--- config.mk ---
export PLATFORM = sky130hd
export DESIGN_NAME = scan_reg_unit
export DESIGN_NICKNAME = d
export VERILOG_FILES = /design/src/rtl/scan_reg_unit_pkg.sv /design/src/rtl/scan_dff_cell.sv /design/src/rtl/scan_reg_unit.sv
export SDC_FILE = /design/constraint.sdc
export NUM_CORES = 1
export LEC_CHECK = 0
export CAP_MARGIN = 5
export CORE_UTILIZATION = 35
export CTS_CLUSTER_SIZE = 10
export DETAILED_ROUTE_END_ITERATION = 16
export DONT_BUFFER_PORTS = 1
export PLACE_DENSITY = 0.46
export SKIP_LAST_GASP = 1
export SYNTH_ARGS = -nofsm -noshare
export SYNTH_HDL_FRONTEND = slang
export SYNTH_HIERARCHICAL = 1
export SYNTH_SLANG_ARGS = --single-unit
--- constraint.sdc ---
create_clock -name clk -period 1.9 [get_ports clk]
set_input_delay 0.285 -clock clk [delete_from_list [all_inputs] [get_ports clk]]
set_output_delay 0.285 -clock clk [all_outputs]
set_load 0.03 [all_outputs]
--- src/rtl/scan_reg_unit_pkg.sv ---
// Shared CPU constants and types for the scan register slice.
// WORD_LENGTH lives here so every scan chain in the CPU agrees on width.
package scan_reg_unit_pkg;

  localparam int CPU_WORD_LENGTH = 32;

  // Per-cell capture source: parallel load from d or shift from the chain.
  typedef enum logic {
    MODE_LOAD  = 1'b0,
    MODE_SHIFT = 1'b1
  } scan_mode_e;

  // Maps the raw scan_en pin onto the mode enum.
  function automatic scan_mode_e scan_mode(input logic scan_en);
    return scan_en ? MODE_SHIFT : MODE_LOAD;
  endfunction

endpackage

--- src/rtl/scan_dff_cell.sv ---
// One bit of the scan register: an async-reset flop fed by a 2:1 mux
// choosing between the parallel input and the previous bit of the chain.
module scan_dff_cell
  import scan_reg_unit_pkg::*;
(
  input  logic i_clk,
  input  logic i_rst_n,
  input  logic i_d,
  input  logic i_scan_in,
  input  logic i_scan_en,
  output logic o_q
);

  scan_mode_e w_mode;
  logic       w_next;
  logic       r_q;

  assign w_mode = scan_mode(i_scan_en);
  assign w_next = (w_mode == MODE_SHIFT) ? i_scan_in : i_d;

  // Capture the muxed bit each rising edge; clear immediately when reset drops.
  always_ff @(posedge i_clk or negedge i_rst_n) begin
    if (!i_rst_n) begin
      r_q <= 1'b0;
    end else begin
      r_q <= w_next;
    end
  end

  assign o_q = r_q;

endmodule

--- src/rtl/scan_reg_unit.sv ---
// Parallel-load register with a serial scan path.
// Bit 0 is the MSB; shifting moves data from bit 0 toward bit WORD_LENGTH-1,
// and the last bit doubles as the serial scan output.
module scan_reg_unit
  import scan_reg_unit_pkg::*;
#(
  parameter int WORD_LENGTH = CPU_WORD_LENGTH
) (
  input  logic                   clk,
  input  logic                   rst,
  input  logic [0:WORD_LENGTH-1] d,
  output logic [0:WORD_LENGTH-1] q,
  input  logic                   scan_en = 1'b0,
  input  logic                   scan_in = 1'b0,
  output logic                   scan_out
);

  logic [0:WORD_LENGTH-1] w_q;
  logic [0:WORD_LENGTH-1] w_shift_src;

  // Bit 0 takes the external serial input; every other bit takes its neighbour.
  assign w_shift_src[0] = scan_in;

  genvar gi;
  generate
    for (gi = 1; gi < WORD_LENGTH; gi++) begin : g_chain
      assign w_shift_src[gi] = w_q[gi-1];
    end

    for (gi = 0; gi < WORD_LENGTH; gi++) begin : g_cell
      scan_dff_cell u_cell (
        .i_clk     (clk),
        .i_rst_n   (rst),
        .i_d       (d[gi]),
        .i_scan_in (w_shift_src[gi]),
        .i_scan_en (scan_en),
        .o_q       (w_q[gi])
      );
    end
  endgenerate

  assign q        = w_q;
  assign scan_out = w_q[WORD_LENGTH-1];

endmodule

* After elaboration in Yosys (flattened, before gate mapping) *
Index checks and enable logic that the tools add are counted.

storage, ports and cells
  register bits after elaboration = 32
  bits in latches = 0
  memory bits (writable) = 0
  bits in read-only memories = 0
  input port bits = 36
  output and inout bits = 33
  logic and storage cells = 65
  memories = 0

cells by class
  $add $sub $neg = 0
  $mul = 0
  div/mod/pow operators = 0
  magnitude comparators = 0
  eq/ne operators = 0
  shifts and indexed selects = 0
  muxes and demuxes = 33
  bitwise operators = 0
  reduce and logical (&&, ||, !) cells = 0

operators by type and width
  kind              number
  2-to-1 mux 1 bit  33

* Longest topological paths before layout *
Gate-level depths: netlist of the first run.

  depth in word-level cells = 2
  depth in mapped cells = 1
  depth with buffers taken out = 1

* Cells and area by module *
Netlist of the first run, hierarchy kept.

by module, submodules not included
  module         times used  cells each  area an instance (um^2)  seq. area each (um^2)
  scan_dff_cell  32          2           40.0                     25.0
  scan_reg_unit  1           1           7.5                      0.0

* Least setup slack after synthesis of the first run *
OpenSTA, ideal clock, no wires.

  path type = reg2out
  from = register g_cell[31].u_cell.r_q
  to = output q[31] (netlist bit)
  arrival time = 0.703 ns
  required time = 1.615 ns
  slack = 0.912 ns
  cell stages (with the launch flop) = 2
  path buffers = 1
  cells stage by stage = dfrtp_1 -> buf_4

RTL lines
  what                    RTL line             RTL
  start, declared         scan_dff_cell.sv:16  logic r_q;
  start signal, assigned  scan_dff_cell.sv:26  r_q <= w_next;
  end, declared           scan_reg_unit.sv:12  output logic [0:WORD_LENGTH-1] q,

No word-level cell between the ends.

* Worst setup path after layout of the first run *
  from = register g_cell[31].u_cell.r_q
  to = output q[31] (netlist bit)

No word-level cell between the ends.

==> run_results.csv, run 1 <==
group,metric,value,unit
synthesis,ys_warn_count,6,
place,port_buffers,0,
sta,setup_repair_after_global_routing_missed_its_margin,"false",
worst_hold_path,holdCritPathClass,"primary input to register",
synthesis,postSynthRegisterBits,32,
sta,fmax,817,MHz
sta,finalSetupViolCount,0,
setup_path,worstPathRequired,1620,ps
setup_path,worstReg2RegEnd,"g_cell[6].u_cell/o_q$_DFF_PN0_",
drt,total_wirelength,2000,um
worst_hold_path,hold-path-cell-count,1,
floorplan,core.rowCount,21,
setup_path,worst-r2r-cell-count,1,
clocking,depth_of_the_cts_h_tree,2,
pwr,power.net_switching,0.426,mW
sta,final.min_clock_period,1220,ps
setup_path,worstSetupStartpointType,"register",
sta,period_share,64.4,%
synthesis,ys_seq_area_share,62.1,%
synthesis,synthesis.instances,65,
cells_and_area,finish.instance_area,1440,sq um
pwr,swShare,28.1,%
setup_path,reg2reg_setup_slack,970,ps
synthesis,syn_nets,101,
worst_hold_path,worstHoldEndpoint,"g_cell[3].u_cell/o_q$_DFF_PN0_",
floorplan,area_of_the_placeable_core,3440,sq um
grt,global_route.overflow_total,0,
drt,count_of_antenna_violating_nets_left_after_detailed_routing,0,
drt,initialDrtViolationCount,25,
setup_path,worstPathArrival,940,ps
floorplan,start_util,37.4,%
pwr,power.share.combinational,8.9,%
place,dpl.hpwl,1320,um
pwr,internal-power,1.09,mW
setup_path,worstSetupEndpointType,"primary output",
drt,via_count,579,
grt,grt_first_pass_wirelength,3230,um
grt,via_count_of_the_first_global_routing_pass,627,
clocking,clk_pin_slew_worst_paths,60,ps
grt,grt_start_max_net_pins,33,
setup_path,cp.depth,0,
sta,least_margin_pin_slew,522,ps
clocking,numClockSinks,32,
cells_and_area,layout-drive-gt1-share,53.5,%
floorplan,chipWidth,62.7,um
drt,drtPass1Iterations,4,
sta,timing.final.max_slew_violations,0,
grt,antenna_violations_before_repair,0,
drt,via_per_inst,4.95,
pwr,sequential_share_of_power,62.0,%
pwr,clkPwrFrac,29.1,%
place,dpl-instance-area,1340,sq um
synthesis,syn-cell-area,1290,sq um
setup_path,worst-setup-path-type,"register to primary output",
worst_hold_path,worstHoldStart,"d[3]",
sta,final_hold_viol_count,0,
clocking,cts_buffers,5,
floorplan,ports,69,
place,final_gp_congestion,0.568,
pwr,vdd_ir_drop_max,0.000443,V
sta,tns,0,ps
clocking,clock-root-buffer,"clkbuf_8",
clocking,max-clock-path-buffers,2,
synthesis,ys_types,3,
sta,timing.max_slew.rel_slack,65.2,%
clocking,cts_tree,"yes",
clocking,post_cts_buffers,0,
pwr,power_density,1050,nW/um^2
drt,routed_wire_length_per_instance,17.1,um
clocking,clkLatencyLatePin,270,ps
setup_path,critPathMaxFanout,2,
drt,drc_errors,0,
cells_and_area,final_cell_mix,"32 x mux2_4, 32 x dfrtp_1, 5 x clkbuf_8",
setup_path,launching_point_of_the_worst_reg2reg_path,"g_cell[5].u_cell/o_q$_DFF_PN0_",
setup_path,crit_start,"g_cell[31].u_cell/o_q$_DFF_PN0_",
floorplan,dieHeight,62.7,um
cells_and_area,num-nets-final,109,
cells_and_area,largest_reg_flops,32,
sta,finalClockSkew,0.980,ps
floorplan,design.die.area,3930,sq um
status,status,"finished, final reports clean",
grt,grtUsageTotal,11.4,%
pwr,leakagePower,0.686,nW
cells_and_area,antenna_cells,0,
job,max-cap-violations,0,
cells_and_area,flow.area_growth_from_synthesis,11.6,%
cells_and_area,filler_cell_count,309,
synthesis,syn_avg_cell_area,19.8,sq um
-- metrics by stage --
step,instances,hold WS [ps],power (mW),setup WS [ps],util [%]
after floorplan,65,-10.6,1.05,912,-
after global placement,110,-9.96,1.07,967,38.9
after detailed placement,110,-10.0,1.07,965,38.9
after CTS,117,144,1.54,663,41.8
after global routing,117,140,1.58,645,41.8
final,117,157,1.51,677,41.8
-- power groups by stage --
| stage | Combinational, mW | Clock, mW | Sequential (mW) |
|---|---|---|---|
| 2_1_floorplan | 0.118 | 0 | 0.933 |
| 3_3_place_gp | 0.115 | 0 | 0.952 |
| 3_5_place_dp | 0.117 | 0 | 0.952 |
| 4_1_cts | 0.137 | 0.463 | 0.941 |
| 5_1_grt | 0.146 | 0.491 | 0.948 |
| 6_report | 0.134 | 0.441 | 0.939 |
-- worst max path at each step --
stage | endpoint
global route | scan_out
finish | q[31]
detailed placement | q[31]
global placement | q[31]
CTS | q[31]
floorplan | q[31]
-- kinds of logic (layout without fill, tap and decap cells) --
logic type / count (synthesis) / in the layout / share of synthesized area [%]
DFF: 32 / 32 / 62.1
buffers and inverters: 1 / 7 / 0.583
muxes: 32 / 32 / 37.3
-- synth_stat cells --
master,instances,area [sq um]
dfrtp_1,32,801
mux2_4,32,480
buf_4,1,7.51
-- what timing repair did --
action | CTS | global route
resized for setup | 0 | 0
hold endpoints to repair | 32 | 0
hold buffers | 2 | 0
-- metal layers --
layer | up-vias | track usage [%] | part of all wire [%]
met4 | 0 | 8.72 | 2.1
met3 | 5 | 7.30 | 13
met5 | - | 0 | 0
li1 | 239 | - | -
met2 | 45 | 16.0 | 46
met1 | 290 | 12.0 | 38
-- layout make-up --
cell class,instances,area [sq um],area share (%)
multi-input cells,32,480,33.4
well taps,46,57.6,4.00
flip-flops and latches,32,801,55.7
clock buffers,5,68.8,4.79
repair buffers,2,30.0,2.09
(Power assumes the default switching activity.)
==> inputs of run 2 (changes only) <==
==> constraint.sdc (replaced) <==
create_clock -name clk -period 1.3 [get_ports clk]
set_input_delay 0.195 -clock clk [delete_from_list [all_inputs] [get_ports clk]]
set_output_delay 0.195 -clock clk [all_outputs]
set_load 0.03 [all_outputs]
==> run_results.csv, run 2 (synthesis gave the netlist of run 1 again) <==
group,metric,value,unit
drt,routed_wire_length_per_instance,16.8,um
cells_and_area,layout-drive-gt1-share,52.7,%
job,max-cap-violations,0,
setup_path,worst-setup-path-type,"register to primary output",
place,final_gp_congestion,0.571,
drt,drtPass1Iterations,2,
setup_path,launching_point_of_the_worst_reg2reg_path,"g_cell[5].u_cell/o_q$_DFF_PN0_",
cells_and_area,antenna_cells,0,
floorplan,ports,69,
sta,timing.final.max_slew_violations,0,
cells_and_area,num-nets-final,109,
setup_path,worstReg2RegEnd,"g_cell[6].u_cell/o_q$_DFF_PN0_",
cells_and_area,fin_cells,120,
clocking,cts_buffers,5,
drt,count_of_antenna_violating_nets_left_after_detailed_routing,0,
drt,drc_errors,0,
clocking,clk_pin_slew_worst_paths,60,ps
grt,global_route.overflow_total,0,
clocking,numClockSinks,32,
sta,final.min_clock_period,1130,ps
clocking,depth_of_the_cts_h_tree,2,
clocking,post_cts_buffers,0,
sta,timing.max_slew.rel_slack,65.2,%
cells_and_area,finish.instance_area,1460,sq um
clocking,clkLatencyLatePin,270,ps
status,status,"finished, final reports clean",
place,port_buffers,0,
place,dpl-instance-area,1340,sq um
cells_and_area,filler_cell_count,320,
cells_and_area,flow.area_growth_from_synthesis,13.2,%
floorplan,core.rowCount,21,
setup_path,worstSetupStartpointType,"register",
clocking,cts_hold_buffers,2,
place,place_inst,110,
pwr,leakagePower,0.696,nW
setup_path,critPathMaxFanout,2,
drt,total_wirelength,2020,um
setup_path,worstPathRequired,1110,ps
sta,least_margin_pin_slew,522,ps
grt,grt_start_max_net_pins,33,
grt,grtUsageTotal,11.2,%
sta,fmax,883,MHz
setup_path,reg2reg_setup_slack,380,ps
cells_and_area,largest_reg_flops,32,
setup_path,worst-r2r-cell-count,1,
sta,finalSetupViolCount,0,
drt,initialDrtViolationCount,32,
worst_hold_path,holdCritPathClass,"primary input to register",
clocking,post_cts.resized_instances,0,
sta,period_share,87.1,%
drt,via_count,588,
pwr,vdd_ir_drop_max,0.000568,V
setup_path,crit_start,"g_cell[31].u_cell/o_q$_DFF_PN0_",
setup_path,worstSetupEndpointType,"primary output",
place,dpl.hpwl,1330,um
cells_and_area,multiInputGateArea,480,sq um
cells_and_area,final-seq-area,801,sq um
sta,finalClockSkew,3.82,ps
clocking,clock-root-buffer,"clkbuf_8",
cells_and_area,final_cell_mix,"32 x mux2_4, 32 x dfrtp_1, 6 x clkbuf_8",
clocking,max-clock-path-buffers,2,
sta,tns,0,ps
clocking,cts_tree,"yes",
setup_path,worstPathArrival,940,ps
worst_hold_path,worstHoldEndpoint,"g_cell[3].u_cell/o_q$_DFF_PN0_",
worst_hold_path,worstHoldStart,"d[3]",
worst_hold_path,hold-path-cell-count,1,
sta,setup_repair_after_global_routing_missed_its_margin,"false",
pwr,total_power,2.31,mW
grt,grt_first_pass_wirelength,3220,um
floorplan,dieHeight,62.7,um
grt,via_count_of_the_first_global_routing_pass,653,
pwr,power_density,1580,nW/um^2
floorplan,design.die.area,3930,sq um
floorplan,start_util,37.4,%
sta,final_hold_viol_count,0,
grt,antenna_violations_before_repair,0,
floorplan,area_of_the_placeable_core,3440,sq um
drt,via_per_inst,4.90,
floorplan,chipWidth,62.7,um
==> run 2: cell count changes in the layout (fill, tap and decap cells not counted), sizes merged <==
cell and change:
clkbuf +3
==> run 2: worst max-delay path by stage <==
stage	to	slack [ps]	depth (start not counted)
2_1_floorplan	q[31]	400	1
3_3_place_gp	g_cell[6].u_cell/o_q$_DFF_PN0_	370	1
3_5_place_dp	g_cell[6].u_cell/o_q$_DFF_PN0_	380	1
4_1_cts	q[31]	160	0
5_1_grt	scan_out	140	0
6_report	q[31]	170	0
==> run 2: metrics by stage <==
stage / hold WS (ps) / setup WS [ps] / util [%]
3_5_place_dp: -99.8 / 376 / 38.9
4_1_cts: 53.6 / 156 / 42.4
3_3_place_gp: -99.9 / 371 / 38.9
2_1_floorplan: -101 / 402 / -
5_1_grt: 51.0 / 139 / 42.4
6_report: 67.3 / 168 / 42.4
==> run 2: area by class of cell <==
cell class | instances | area share (%)
multi-input cells | 32 | 32.9
repair buffers | 2 | 2.06
flip-flops and latches | 32 | 54.9
well taps | 46 | 3.95
clock buffers | 8 | 6.17
==> run 2: power by group <==
group	internal [mW]	switching, mW	leakage, nW
clock	0.431	0.312	0.0455
sequential	1.09	0.279	0.374
combinational	0.154	0.0428	0.276
==> run 2: routing by layer <==
| layer | vias to the layer above | track usage (%) | routed length, um |
|---|---|---|---|
| li1 | 243 | - | - |
| met3 | 5 | 7.85 | 310 |
| met4 | 0 | 6.98 | 40 |
| met5 | - | 0 | 0 |
| met2 | 45 | 16.2 | 930 |
| met1 | 295 | 11.7 | 740 |
==> inputs of run 3 (changes only) <==
--- a/config.mk
+++ b/config.mk
@@ -10,7 +10,7 @@
 export CTS_CLUSTER_SIZE = 10
 export DETAILED_ROUTE_END_ITERATION = 16
 export DONT_BUFFER_PORTS = 1
-export PLACE_DENSITY = 0.46
+export PLACE_DENSITY = 0.58
 export SKIP_LAST_GASP = 1
 export SYNTH_ARGS = -nofsm -noshare
 export SYNTH_HDL_FRONTEND = slang
==> run_results.csv, run 3 (synthesis gave the netlist of run 1 again) <==
group,metric,value,unit
pwr,vdd_ir_drop_max,0.000539,V
sta,fmax,879,MHz
sta,finalSetupViolCount,0,
drt,total_wirelength,2010,um
sta,timing.final.max_slew_violations,0,
clocking,post_cts_buffers,0,
pwr,total_power,2.33,mW
sta,least_margin_pin_slew,523,ps
clocking,clkLatencyLatePin,270,ps
cells_and_area,fin_cells,120,
drt,count_of_antenna_violating_nets_left_after_detailed_routing,0,
setup_path,reg2reg_setup_slack,370,ps
setup_path,worstSetupStartpointType,"register",
cells_and_area,largest_reg_flops,32,
place,final_gp_congestion,0.566,
place,place_inst,110,
job,max-cap-violations,0,
sta,holdWs,65.1,ps
setup_path,worstSetupEndpointType,"primary output",
pwr,power_density,1590,nW/um^2
clocking,max-clock-path-buffers,2,
drt,initialDrtViolationCount,25,
floorplan,design.die.area,3930,sq um
floorplan,dieHeight,62.7,um
floorplan,area_of_the_placeable_core,3440,sq um
setup_path,worst-r2r-cell-count,1,
drt,routed_wire_length_per_instance,16.8,um
grt,antenna_violations_before_repair,0,
sta,setup_repair_after_global_routing_missed_its_margin,"false",
sta,tns,0,ps
setup_path,worst-setup-path-type,"register to primary output",
clocking,cts_buffers,5,
grt,grt_start_max_net_pins,33,
grt,via_count_of_the_first_global_routing_pass,667,
place,port_buffers,0,
clocking,cts_tree,"yes",
cells_and_area,antenna_cells,0,
drt,drc_errors,0,
setup_path,worstPathRequired,1110,ps
setup_path,critPathMaxFanout,2,
floorplan,start_util,37.4,%
floorplan,chipWidth,62.7,um
sta,final.min_clock_period,1140,ps
clocking,numClockSinks,32,
worst_hold_path,holdCritPathClass,"primary input to register",
clocking,clk_pin_slew_worst_paths,60,ps
drt,drtPass1Iterations,4,
drt,via_count,602,
floorplan,ports,69,
grt,global_route.overflow_total,0,
grt,grt_first_pass_wirelength,3470,um
floorplan,core.rowCount,21,
status,status,"finished, final reports clean",
cells_and_area,layout-drive-gt1-share,52.7,%
sta,final_hold_viol_count,0,
sta,period_share,87.5,%
pwr,leakagePower,0.696,nW
sta,timing.max_slew.rel_slack,65.1,%
cells_and_area,num-nets-final,109,
cells_and_area,final_cell_mix,"32 x mux2_4, 32 x dfrtp_1, 6 x clkbuf_8",
worst_hold_path,hold-path-cell-count,1,
drt,via_per_inst,5.02,
cells_and_area,finish.instance_area,1460,sq um
grt,grtUsageTotal,12.1,%
cells_and_area,flow.area_growth_from_synthesis,13.2,%
setup_path,cp.depth,0,
place,dpl-instance-area,1340,sq um
setup_path,worstPathArrival,940,ps
clocking,clock-root-buffer,"clkbuf_8",
sta,finalClockSkew,1.19,ps
clocking,depth_of_the_cts_h_tree,2,
## run 3: what timing repair did
| item | CTS | global route |
|---|---|---|
| hold buffers | 2 | 0 |
| hold endpoints to repair | 32 | 0 |
| gates resized for setup | 0 | 0 |
## run 3: where the power goes
group / internal, mW / switching [mW] / total (mW)
Sequential: 1.09 / 0.281 / 1.37
Clock: 0.431 / 0.325 / 0.756
Combinational: 0.154 / 0.0427 / 0.196
## run 3: path summary, 6_finish.rpt
| path | to | startpoint |
|---|---|---|
| min in group asynchronous | g_cell[18].u_cell/o_q$_DFF_PN0_ | rst |
| worst max-delay path | q[31] | g_cell[31].u_cell/o_q$_DFF_PN0_ |
| worst max register to register | g_cell[27].u_cell/o_q$_DFF_PN0_ | g_cell[26].u_cell/o_q$_DFF_PN0_ |
| max in group asynchronous | g_cell[2].u_cell/o_q$_DFF_PN0_ | rst |
| worst min-delay path | g_cell[10].u_cell/o_q$_DFF_PN0_ | d[10] |
| worst min register to register | g_cell[14].u_cell/o_q$_DFF_PN0_ | g_cell[13].u_cell/o_q$_DFF_PN0_ |
## run 3: stage by stage
stage | util, % | setup slack (ps)
floorplan | - | 402
global placement | 38.9 | 372
detailed placement | 38.9 | 377
CTS | 42.4 | 146
global route | 42.4 | 127
finish | 42.4 | 163
## run 3: cell type report
class / instances / area, sq um
repair buffers: 2 / 30.0
clock buffers: 8 / 90.1
fillers: 312 / 1980
well taps: 46 / 57.6
flip-flops and latches: 32 / 801
multi-input cells: 32 / 480
## run 3: layer usage
layer  GRT usage, %  vias to the layer above  routed length [um]
met4           5.23                        0                  31
met3           9.49                        5                 328
li1               -                      242                   -
met2           17.7                       59                 892
met1           12.7                      296                 760
met5              0                        -                   0
